[config.mk]
export PLATFORM = sky130hd
export DESIGN_NAME = id_ex_pipe_reg
export DESIGN_NICKNAME = d
export VERILOG_FILES = /design/src/rtl/core_pkg.sv /design/src/rtl/pipe_field_reg.sv /design/src/rtl/id_ex_pipe_reg.sv
export SDC_FILE = /design/constraint.sdc
export NUM_CORES = 1
export LEC_CHECK = 0
export CORE_AREA = 2 2 288 290
export CTS_BUF_LIST = sky130_fd_sc_hd__clkbuf_2 sky130_fd_sc_hd__clkbuf_4 sky130_fd_sc_hd__clkbuf_8
export CTS_CLUSTER_DIAMETER = 50
export DETAILED_ROUTE_END_ITERATION = 8
export DIE_AREA = 0 0 290 292
export PLACE_DENSITY = 0.5
export SLEW_MARGIN = 20
export SYNTH_ARGS = -nofsm -noshare
export SYNTH_HDL_FRONTEND = slang
export SYNTH_SLANG_ARGS = --single-unit
[constraint.sdc]
create_clock -name clk -period 6 [get_ports clk]
set_clock_uncertainty 0.05 [all_clocks]
set_input_delay 1.2 -clock clk [delete_from_list [all_inputs] [get_ports clk]]
set_output_delay 1.2 -clock clk [all_outputs]
set_load 0.01 [all_outputs]
[src/rtl/core_pkg.sv]
`default_nettype none
// ============================================================================
// Module      : core_pkg
// Description : Shared types and constants for the RV64I+Zba 5-stage core:
//               datapath width, writeback select codes, ALU operations and
//               the bundled control word carried down the pipeline.
// Revision    : 1.0 - initial release
// ============================================================================
package core_pkg;

    localparam int XLEN      = 64;
    localparam int ALUCTRL_W = 4;

    // Writeback select encodings
    localparam logic [1:0] RES_ALU = 2'b00;
    localparam logic [1:0] RES_MEM = 2'b01;
    localparam logic [1:0] RES_PC4 = 2'b10;

    // ALU operations; the .uw forms reuse the base op with Word set
    typedef enum logic [ALUCTRL_W-1:0] {
        ALU_ADD    = 4'd0,
        ALU_SUB    = 4'd1,
        ALU_SLL    = 4'd2,
        ALU_SLT    = 4'd3,
        ALU_SLTU   = 4'd4,
        ALU_XOR    = 4'd5,
        ALU_SRL    = 4'd6,
        ALU_SRA    = 4'd7,
        ALU_OR     = 4'd8,
        ALU_AND    = 4'd9,
        ALU_SH1ADD = 4'd10,
        ALU_SH2ADD = 4'd11,
        ALU_SH3ADD = 4'd12,
        ALU_PASSB  = 4'd13
    } alu_ctrl_e;

    // Control bits that travel together from Decode to Execute
    typedef struct packed {
        logic       reg_write;
        logic [1:0] result_src;
        logic       mem_write;
        logic       mem_read;
        logic       branch;
        logic       jump;
        logic       alu_src;
        alu_ctrl_e  alu_ctrl;
        logic       word;
        logic [2:0] funct3;
    } ctrl_t;

    localparam int    CTRL_W      = $bits(ctrl_t);
    localparam ctrl_t CTRL_BUBBLE = '0;

endpackage : core_pkg
`default_nettype wire

[src/rtl/pipe_field_reg.sv]
`default_nettype none
// ============================================================================
// Module      : pipe_field_reg
// Description : Generic-width pipeline field register with synchronous
//               reset, clear (bubble) and load enable (hold when low).
//               Priority: rst > clear > enable.
// Revision    : 1.0 - initial release
// ============================================================================
module pipe_field_reg #(
    parameter int WIDTH = 1
) (
    input  logic             clk,
    input  logic             rst,
    input  logic             i_clear,
    input  logic             i_en,
    input  logic [WIDTH-1:0] i_d,
    output logic [WIDTH-1:0] o_q
);

    logic [WIDTH-1:0] r_q;

    // Clear wins over hold so a flushed slot never keeps stale contents
    always_ff @(posedge clk) begin
        if (rst) begin
            r_q <= '0;
        end else if (i_clear) begin
            r_q <= '0;
        end else if (i_en) begin
            r_q <= i_d;
        end
    end

    assign o_q = r_q;

endmodule : pipe_field_reg
`default_nettype wire

[src/rtl/id_ex_pipe_reg.sv]
`default_nettype none
// ============================================================================
// Module      : id_ex_pipe_reg
// Description : Decode-to-Execute pipeline register. Holds on stall, inserts
//               a zeroed bubble on flush or invalid decode, and keeps a
//               saturating count of bubbles entering Execute.
// Revision    : 1.0 - initial release
// ============================================================================
module id_ex_pipe_reg #(
    parameter int XLEN         = 64,
    parameter int ALUCTRL_W    = 4,
    parameter int BUBBLE_CNT_W = 32
) (
    input  logic                    clk,
    input  logic                    rst,
    input  logic                    Stall_E,
    input  logic                    Flush_E,
    input  logic                    Valid_D,
    input  logic [XLEN-1:0]         PC_D,
    input  logic [XLEN-1:0]         PCPlus4_D,
    input  logic [XLEN-1:0]         RD1_D,
    input  logic [XLEN-1:0]         RD2_D,
    input  logic [XLEN-1:0]         ImmExt_D,
    input  logic [4:0]              Rs1_D,
    input  logic [4:0]              Rs2_D,
    input  logic [4:0]              Rd_D,
    input  logic                    RegWrite_D,
    input  logic [1:0]              ResultSrc_D,
    input  logic                    MemWrite_D,
    input  logic                    MemRead_D,
    input  logic                    Branch_D,
    input  logic                    Jump_D,
    input  logic                    ALUSrc_D,
    input  logic [ALUCTRL_W-1:0]    ALUControl_D,
    input  logic                    Word_D,
    input  logic [2:0]              Funct3_D,
    output logic                    Valid_E,
    output logic [XLEN-1:0]         PC_E,
    output logic [XLEN-1:0]         PCPlus4_E,
    output logic [XLEN-1:0]         RD1_E,
    output logic [XLEN-1:0]         RD2_E,
    output logic [XLEN-1:0]         ImmExt_E,
    output logic [4:0]              Rs1_E,
    output logic [4:0]              Rs2_E,
    output logic [4:0]              Rd_E,
    output logic                    RegWrite_E,
    output logic [1:0]              ResultSrc_E,
    output logic                    MemWrite_E,
    output logic                    MemRead_E,
    output logic                    Branch_E,
    output logic                    Jump_E,
    output logic                    ALUSrc_E,
    output logic [ALUCTRL_W-1:0]    ALUControl_E,
    output logic                    Word_E,
    output logic [2:0]              Funct3_E,
    output logic [BUBBLE_CNT_W-1:0] BubbleCount
);

    import core_pkg::*;

    localparam int c_DATA_W = 5 * XLEN;
    localparam int c_IDX_W  = 15;

    // A bubble enters E on flush, or on a load of an invalid decode slot.
    // A stall without flush holds everything, including the counter.
    logic w_bubble;
    logic w_load;
    assign w_bubble = Flush_E | (~Stall_E & ~Valid_D);
    assign w_load   = ~Stall_E;

    logic [c_DATA_W-1:0] w_data_d;
    logic [c_DATA_W-1:0] w_data_e;
    logic [c_IDX_W-1:0]  w_idx_d;
    logic [c_IDX_W-1:0]  w_idx_e;
    ctrl_t               w_ctrl_d;
    ctrl_t               w_ctrl_e;

    assign w_data_d = {PC_D, PCPlus4_D, RD1_D, RD2_D, ImmExt_D};
    assign w_idx_d  = {Rs1_D, Rs2_D, Rd_D};

    // Pack the decoded control bits into the shared control word
    always_comb begin
        w_ctrl_d            = CTRL_BUBBLE;
        w_ctrl_d.reg_write  = RegWrite_D;
        w_ctrl_d.result_src = ResultSrc_D;
        w_ctrl_d.mem_write  = MemWrite_D;
        w_ctrl_d.mem_read   = MemRead_D;
        w_ctrl_d.branch     = Branch_D;
        w_ctrl_d.jump       = Jump_D;
        w_ctrl_d.alu_src    = ALUSrc_D;
        w_ctrl_d.alu_ctrl   = alu_ctrl_e'(ALUControl_D);
        w_ctrl_d.word       = Word_D;
        w_ctrl_d.funct3     = Funct3_D;
    end

    pipe_field_reg #(.WIDTH(1)) u_valid_reg (
        .clk     (clk),
        .rst     (rst),
        .i_clear (w_bubble),
        .i_en    (w_load),
        .i_d     (Valid_D),
        .o_q     (Valid_E)
    );

    pipe_field_reg #(.WIDTH(c_DATA_W)) u_data_reg (
        .clk     (clk),
        .rst     (rst),
        .i_clear (w_bubble),
        .i_en    (w_load),
        .i_d     (w_data_d),
        .o_q     (w_data_e)
    );

    // Zeroed indices make a bubble look like x0, which forwarding ignores
    pipe_field_reg #(.WIDTH(c_IDX_W)) u_idx_reg (
        .clk     (clk),
        .rst     (rst),
        .i_clear (w_bubble),
        .i_en    (w_load),
        .i_d     (w_idx_d),
        .o_q     (w_idx_e)
    );

    pipe_field_reg #(.WIDTH(CTRL_W)) u_ctrl_reg (
        .clk     (clk),
        .rst     (rst),
        .i_clear (w_bubble),
        .i_en    (w_load),
        .i_d     (w_ctrl_d),
        .o_q     (w_ctrl_e)
    );

    assign {PC_E, PCPlus4_E, RD1_E, RD2_E, ImmExt_E} = w_data_e;
    assign {Rs1_E, Rs2_E, Rd_E}                      = w_idx_e;

    assign RegWrite_E   = w_ctrl_e.reg_write;
    assign ResultSrc_E  = w_ctrl_e.result_src;
    assign MemWrite_E   = w_ctrl_e.mem_write;
    assign MemRead_E    = w_ctrl_e.mem_read;
    assign Branch_E     = w_ctrl_e.branch;
    assign Jump_E       = w_ctrl_e.jump;
    assign ALUSrc_E     = w_ctrl_e.alu_src;
    assign ALUControl_E = w_ctrl_e.alu_ctrl;
    assign Word_E       = w_ctrl_e.word;
    assign Funct3_E     = w_ctrl_e.funct3;

    logic [BUBBLE_CNT_W-1:0] r_bubble_cnt;

    // Saturating bubble counter; sticks at all-ones instead of wrapping
    always_ff @(posedge clk) begin
        if (rst) begin
            r_bubble_cnt <= '0;
        end else if (w_bubble && (r_bubble_cnt != '1)) begin
            r_bubble_cnt <= r_bubble_cnt + BUBBLE_CNT_W'(1);
        end
    end

    assign BubbleCount = r_bubble_cnt;

endmodule : id_ex_pipe_reg
`default_nettype wire

-- Yosys cells after proc, flatten, opt, wreduce, memory -nomap -nowiden
Cells that the tools add are included.
- bits in registers: 384
- logic and storage cells: 13
- bitwise gates (word level): 4
- $add $sub $neg: 1
- reductions and logical operators: 2
- equality and inequality tests: 1
- operator list (cell ; number):
    $add 32x1->32 const B ; 1
    $ne 32x32->1 const B ; 1
    $not 1->1 ; 2
    $reduce_or 2->1 ; 1
    $and 1x1->1 ; 1
    $logic_and 1x1->1 ; 1
    $or 1x1->1 ; 1

-- Longest topological paths before layout
Gate-level depths: netlist of the first run.
- word-level depth: 4
- mapped depth: 8
- gate-level depth less buffers: 6

-- Hierarchy
Synthesis of the first run repeated with hierarchy kept, for this count alone.
- cell total of the unflattened synthesis: 1336
- area, all modules: 14542.7 µm²
- modules (own cells, without submodules) (module ; instances ; seq. area each (µm²) ; cells an instance ; area an instance (µm²)):
    pipe_field_reg (u_data_reg) ; 1 ; 6406.1 ; 1033 ; 11732.5
    id_ex_pipe_reg ; 1 ; 640.6 ; 197 ; 1630.3
    pipe_field_reg (u_ctrl_reg) ; 1 ; 320.3 ; 53 ; 581.8
    pipe_field_reg (u_idx_reg) ; 1 ; 300.3 ; 50 ; 558.0
    pipe_field_reg (u_valid_reg) ; 1 ; 20.0 ; 3 ; 40.0

-- Worst setup path after synthesis of the first run
No wires, ideal clock.
- path type: input to register
- start point: in Stall_E
- end point: reg r_bubble_cnt[29] (netlist: BubbleCount[29])
- buffers on the path: 0
- arrival: 2.853 ns
- stages: 5
- slack: 3.026 ns
- cell sequence: o21bai_2 -> nor3b_2 -> or4b_1 -> or3_1 -> a21oi_1
- word-level cells in the longest chain between the ends: 4
- ends and longest elaborated chain (what ; line ; text):
    start, declared ; id_ex_pipe_reg.sv:16 ; input logic Stall_E,
    $not 1->1 ; - ;
    $and 1x1->1 ; id_ex_pipe_reg.sv:68 ; assign w_bubble = Flush_E | (~Stall_E & ~Valid_D);
    $or 1x1->1 ; id_ex_pipe_reg.sv:68 ;
    $logic_and 1x1->1 ; id_ex_pipe_reg.sv:153 ; end else if (w_bubble && (r_bubble_cnt != '1)) begin
    end signal, assigned ; id_ex_pipe_reg.sv:154 ; r_bubble_cnt <= r_bubble_cnt + BUBBLE_CNT_W'(1);
    end, declared ; id_ex_pipe_reg.sv:147 ; logic [BUBBLE_CNT_W-1:0] r_bubble_cnt;
No other way between the ends.
A chain may end at the register's enable or synchronous reset.

-- Worst setup path after layout of the first run
- start point: in Valid_D
- end point: reg r_bubble_cnt[29] (netlist: BubbleCount[29])
- word-level cells in the longest chain between the ends: 4
- ends and longest elaborated chain (what ; line ; text):
    start, declared ; id_ex_pipe_reg.sv:18 ; input logic Valid_D,
    $not 1->1 ; id_ex_pipe_reg.sv:68 ;
    $and 1x1->1 ; id_ex_pipe_reg.sv:68 ;
    $or 1x1->1 ; id_ex_pipe_reg.sv:68 ;
    $logic_and 1x1->1 ; id_ex_pipe_reg.sv:153 ;
No other way between the ends.

==> results of run 1 <==
[where the power goes]
part,total (mW),internal (mW),switching (mW)
logic,0.710,0.437,0.273
registers,2.66,2.62,0.0394
clock network,2.84,1.65,1.19
total,6.21,4.71,1.50
[worst reg2reg max path: cells and delay by family (launching register included)]
kind	cells	cell delay (ps)
DFF	1	490
AOI/OAI and AO/OA	3	1120
and+or+nand+nor	2	840
adders and majority gates	1	240
[sequential cells by signal (all words and copies together), names as in the netlist]
register	count
u_data_reg.o_q	320
u_valid_reg.o_q	1
u_idx_reg.o_q	15
BubbleCount	32
u_ctrl_reg.o_q	16
[how the worst max path moves through the flow]
stage / from / end / slack (ps) / cells past startpoint
6_report: Valid_D / BubbleCount[29] / 2860 / 6
5_1_grt: Valid_D / BubbleCount[25] / 2780 / 6
4_1_cts: rst / u_data_reg.o_q[73] / 2850 / 5
3_5_place_dp: rst / u_data_reg.o_q[122] / 2120 / 5
3_3_place_gp: rst / u_data_reg.o_q[133] / 2220 / 5
2_1_floorplan: Stall_E / BubbleCount[29] / 3030 / 5
[layout by cell type, fill, tap and decap left out, drive strengths merged, types with 12 or more instances in the layout]
cell and instances:
a21oi 22, buf 16, clkbuf 121, clkdlybuf4s50 738
dfxtp 384, mux2i 353, nand2 12, nand3 14
nor2 365, o21ai 17, or3 18
[per-layer routing]
layer | part of all wire | global-route usage | vias up
met4 | 0.033 | 0.04421 | 0
met2 | 0.52 | 0.2168 | 508
met3 | 0.082 | 0.04704 | 102
met5 | 0 | 0 | -
met1 | 0.37 | 0.1201 | 5681
li1 | - | - | 5994
[cell families (layout without fill, tap and decap cells)]
group | count (synthesis) | in the layout | synth area share
adder cells (fa/ha/maj) | 1 | 1 | 0.0009045
other | 0 | 2 | 0
AO/OA/AOI/OAI | 49 | 49 | 0.02153
AND/OR/NAND/NOR | 444 | 444 | 0.1351
buffers and inverters | 91 | 893 | 0.02497
multiplexers | 356 | 356 | 0.2579
flip-flops | 384 | 384 | 0.5558
XOR/XNOR | 6 | 6 | 0.003800
[cell type report]
class,count,share of cell area
Sequential cell,384,0.3194
Timing Repair Buffer,754,0.3148
Antenna cell,2,0.0002079
Clock inverter,14,0.007226
Multi-Input combinational cell,856,0.2410
Clock buffer,121,0.06113
Tap cell,1070,0.05562
Inverter,4,0.0006238
==> results.cfg, run 1 <==
[run_status]
status = completed

[place]
place_ws_ps = 2124
placed_area_um2 = 22400
dp_hpwl_mm = 38.60
portBuffers = 739
place_congestion = 0.7956
dp.cells = 3067

[timing]
drv_slew = 0
finalSetupViolations = 0
rsz0062_at_grt = no
slew_headroom = 0.3280
postLayoutSetupSlackWorst_ps = 2857
fin_crit_ps = 3143
hold_slack_ps = 401.9
fin_tns_setup_ps = 0
max_freq_mhz = 318.2
hold_viol_final = 0
tightest_slew_ps = 1008
period_share = 0.5238

[pwr]
p_leak_nw = 9.503
finalPower_mw = 6.212
vdd_ir_drop_max_mv = 0.1567
powerDensity_nw_per_um2 = 258.1

[synth]
synth_edf_count = 0
synth_area_leaders = dfxtp_1 56%, mux2i_1 26%, nor2_1 9.9%
synthTopCellsByCount = 384 x dfxtp_1, 365 x nor2_1, 353 x mux2i_1
avgSynthCellArea_um2 = 10.39
synth_nets = 1688
netlist_area_um2 = 13830
yosysTopAreaCell = dfxtp_1
ys_types = 36
ys_ff_latch = 384
async_flop_share = 0
ys.flop_type = dfxtp_1
ys_seq_area_frac = 0.5558
synth_top_area_frac = 0.5558
postSynthCellCount = 1331
yosysMostFrequentCell = dfxtp_1
synth_warnings = 0

[worst_setup_path]
path_cells = clkdlybuf4s50_1, o21bai_2, nor3b_2, or4b_1, or3_1, a21oi_1
ff2ff_path_depth = 6
cp_max_fo = 10
cp-end-kind = register
worst_path_largest_cell_delay_ps = 600
crit_family = simple AND/OR/NAND/NOR gates
crit_arrival_ps = 3650
reg2reg_from = BubbleCount[0]
rrSetupSlack_ps = 3180
criticalPathCategory = in -> reg
crit_slowest_cell = nor3b_2
cp-start-kind = primary input
cp_num_buf_inv = 1
r2r-end = BubbleCount[2]
critPathRequiredTime_ps = 6510

[min_path]
min_from = u_valid_reg.o_q
hp-class = reg -> reg
hold_depth = 2
min_to = u_valid_reg.o_q

[finish]
synthToLayoutAreaGrowth_pct = 74.03
seq_area_um2 = 7687
fin_cells = 3205
multi_input_area_um2 = 5801
drive_gt1_frac = 0.07736
fill_cells = 8487
layout.nets = 2435
fin_util = 0.2950
final_area_um2 = 24070

[drt]
finalWirelength_mm = 52.03
wl_per_cell_um = 16.23
viasPerCell = 3.833
first_pass_iters = 4
drt_iter0_drc = 290
remaining_drc_errors = 0
num_vias = 12290
drtAntennaViolNets = 0

[clock_network]
path_clk_slew_ps = 60
holdBufCountCts = 0
numCtsBuffers = 78
clockBufferDepth = 3
cts_sinks = 384
post_cts_resized = 0
clk_latency_ps = 650
cts_tree = done
postCtsSetupBuffers = 0
htreeDepth = 3
clock-root-buffer = clkbuf_8

[grt]
grt_overflow_total = 0
grt_pass1_vias = 13030
antenna_found_initial = 2
grt_first_pass_wirelength_mm = 77.95
track_usage = 0.1182
grt_max_degree = 104

[floorplan]
pin_count = 740
die_area_um2 = 84680
initial_core_util = 0.1695
rows = 105
die_h_um = 292
fp.dieW_um = 290
core_um2 = 81580

[job]
drv_cap = 0
(Power assumes the default switching activity.)
==> run 2: changes to the inputs <==
- CORE_AREA: 2 2 288 290 -> 2 2 285 287
- DIE_AREA: 0 0 290 292 -> 0 0 287 289
- PLACE_DENSITY: 0.5 -> 0.51
- clock period: 6 -> 3.1 ns (I/O delays scaled with it)
==> run 2 against run 1 <==
  * Core utilization up 0.71 points
  * Sequential power up 93%
  * Cell count down 0.28%
  * Non-clock buffer count up 12
  * Setup slack worse by 2300 ps
  * Via count up 1.2%
  * Critical path depth down 1
  * Clock power up 90%
  * Global-route usage up 0.38 points
  * Cell area up 0.30%
  * Combinational power up 97%
  * Critical path type is now reg -> reg
==> results.cfg, run 2 (synthesized netlist as in run 1, its figures left out) <==
[drt]
drtAntennaViolNets = 0
wl_per_cell_um = 16.88
remaining_drc_errors = 0
finalWirelength_mm = 53.94
first_pass_iters = 4
num_vias = 12430
viasPerCell = 3.890
drt_iter0_drc = 456

[timing]
slew_headroom = 0.2933
fin_crit_ps = 2589
finalSetupViolations = 0
rsz0062_at_grt = no
period_share = 0.8352
max_freq_mhz = 386.2
postLayoutSetupSlackWorst_ps = 511.0
tightest_slew_ps = 1060
drv_slew = 0
fin_tns_setup_ps = 0
hold_viol_final = 0

[job]
drv_cap = 0

[pwr]
p_leak_nw = 9.542
powerDensity_nw_per_um2 = 494.7
vdd_ir_drop_max_mv = 0.3511

[grt]
grt_overflow_total = 0
use_met2 = 0.2195
use_met1 = 0.1263
grt_max_degree = 131
antenna_found_initial = 6
grt_pass1_vias = 12780
track_usage = 0.1220
met3_usage = 0.04614
grt_first_pass_wirelength_mm = 77.55
top_usage_layer = met2

[finish]
multi_input_area_um2 = 5801
layout_commonest_cell = clkdlybuf4s50_1
layout.nets = 2444
synthToLayoutAreaGrowth_pct = 74.55
final_cell_mix = 738 x clkdlybuf4s50_1, 384 x dfxtp_1, 365 x nor2_1
seq_area_um2 = 7687
fin_cells = 3196
largest_reg_flops = 320
fill_cells = 8341
drive_gt1_frac = 0.07779

[place]
place_congestion = 0.8005
place_ws_ps = 316.1
portBuffers = 739
dp_hpwl_mm = 40.64
dp.cells = 3070

[worst_setup_path]
endpoint = BubbleCount[7]
cp-end-kind = register
startpoint = BubbleCount[24]
worst_path_largest_cell_delay_ps = 770
critPathRequiredTime_ps = 3560
crit_arrival_ps = 3050
path_cells = nand4_2, or4_1, nor4_4, nor2b_1, mux2_2
rrSetupSlack_ps = 510
cp_max_fo = 15
r2r-end = BubbleCount[7]
cp_num_buf_inv = 0
ff2ff_path_depth = 5
criticalPathCategory = reg -> reg
cp-start-kind = register
reg2reg_from = BubbleCount[24]
crit_slowest_cell = or4_1
cp_num_cells = 5
crit_family = simple AND/OR/NAND/NOR gates

[floorplan]
rows = 104
core_um2 = 79900
die_area_um2 = 82940
initial_core_util = 0.1731
die_h_um = 289
fp.dieW_um = 287
pin_count = 740

[clock_network]
post_cts_resized = 0
cts_sinks = 384
numCtsBuffers = 75
postCtsSetupBuffers = 0
path_clk_slew_ps = 50
htreeDepth = 3
clock-root-buffer = clkbuf_8
cts_tree = done
clk_latency_ps = 650
holdBufCountCts = 0
clockBufferDepth = 3

[run_status]
status = completed

[min_path]
hp-class = in -> reg
run 2: cell count changes in the layout (fill, tap and decap cells not counted), sizes merged:
cell | previous run | this run
clkbuf | 121 | 107
buf | 16 | 28
bufinv | 2 | 3
clkinv | 8 | 9
inv | 6 | 7
run 2: layout make-up:
cell class | instances | area share
inverter | 4 | 0.0006219
clock inverter | 17 | 0.009277
timing repair buffer | 766 | 0.3197
multi-input combinational | 856 | 0.2403
sequential | 384 | 0.3184
antenna | 2 | 0.0002073
tap | 1060 | 0.05494
clock buffer | 107 | 0.05659
run 2: worst min-delay path by stage:
stage / start / end / slack [ps] / depth (start not counted)
floorplan: u_valid_reg.o_q / u_valid_reg.o_q / 420 / 2
global placement: u_valid_reg.o_q / u_valid_reg.o_q / 390 / 2
detailed placement: u_valid_reg.o_q / u_valid_reg.o_q / 400 / 2
CTS: Stall_E / u_data_reg.o_q[11] / 290 / 3
global route: Stall_E / u_data_reg.o_q[14] / 310 / 3
finish: Stall_E / u_data_reg.o_q[14] / 380 / 3
run 2: metrics by stage:
| step | utilization | area, µm² | hold slack [ps] | total power [mW] |
|---|---|---|---|---|
| final | 0.3022 | 24140 | 379.9 | 11.94 |
| after detailed placement | 0.2822 | 22550 | 398.9 | 6.656 |
| after floorplan | - | 13830 | 424.0 | 5.777 |
| after global routing | 0.3022 | 24140 | 314.8 | 12.54 |
| after global placement | 0.2822 | 22550 | 387.1 | 6.636 |
| after CTS | 0.3021 | 24140 | 287.3 | 12.24 |
run 2: layer usage:
layer  vias to the layer above  wire length (µm)
met1                      5799             19750
met5                         -                12
met3                       116              4731
met2                       511             27470
li1                       6004                 -
met4                         2              1973
run 2: report_power, final:
group          total, mW  switching [mW]  internal [mW]  leakage, nW
clock network       5.40            2.30           3.11        0.830
logic               1.40           0.537          0.860         5.59
registers           5.14          0.0733           5.07         3.12
total               11.9            2.91           9.04         9.54
run 2: worst min-delay path, cell delays in order:
cell and delay (ps):
buf_8 170, mux2i_1 140, nor2_1 70
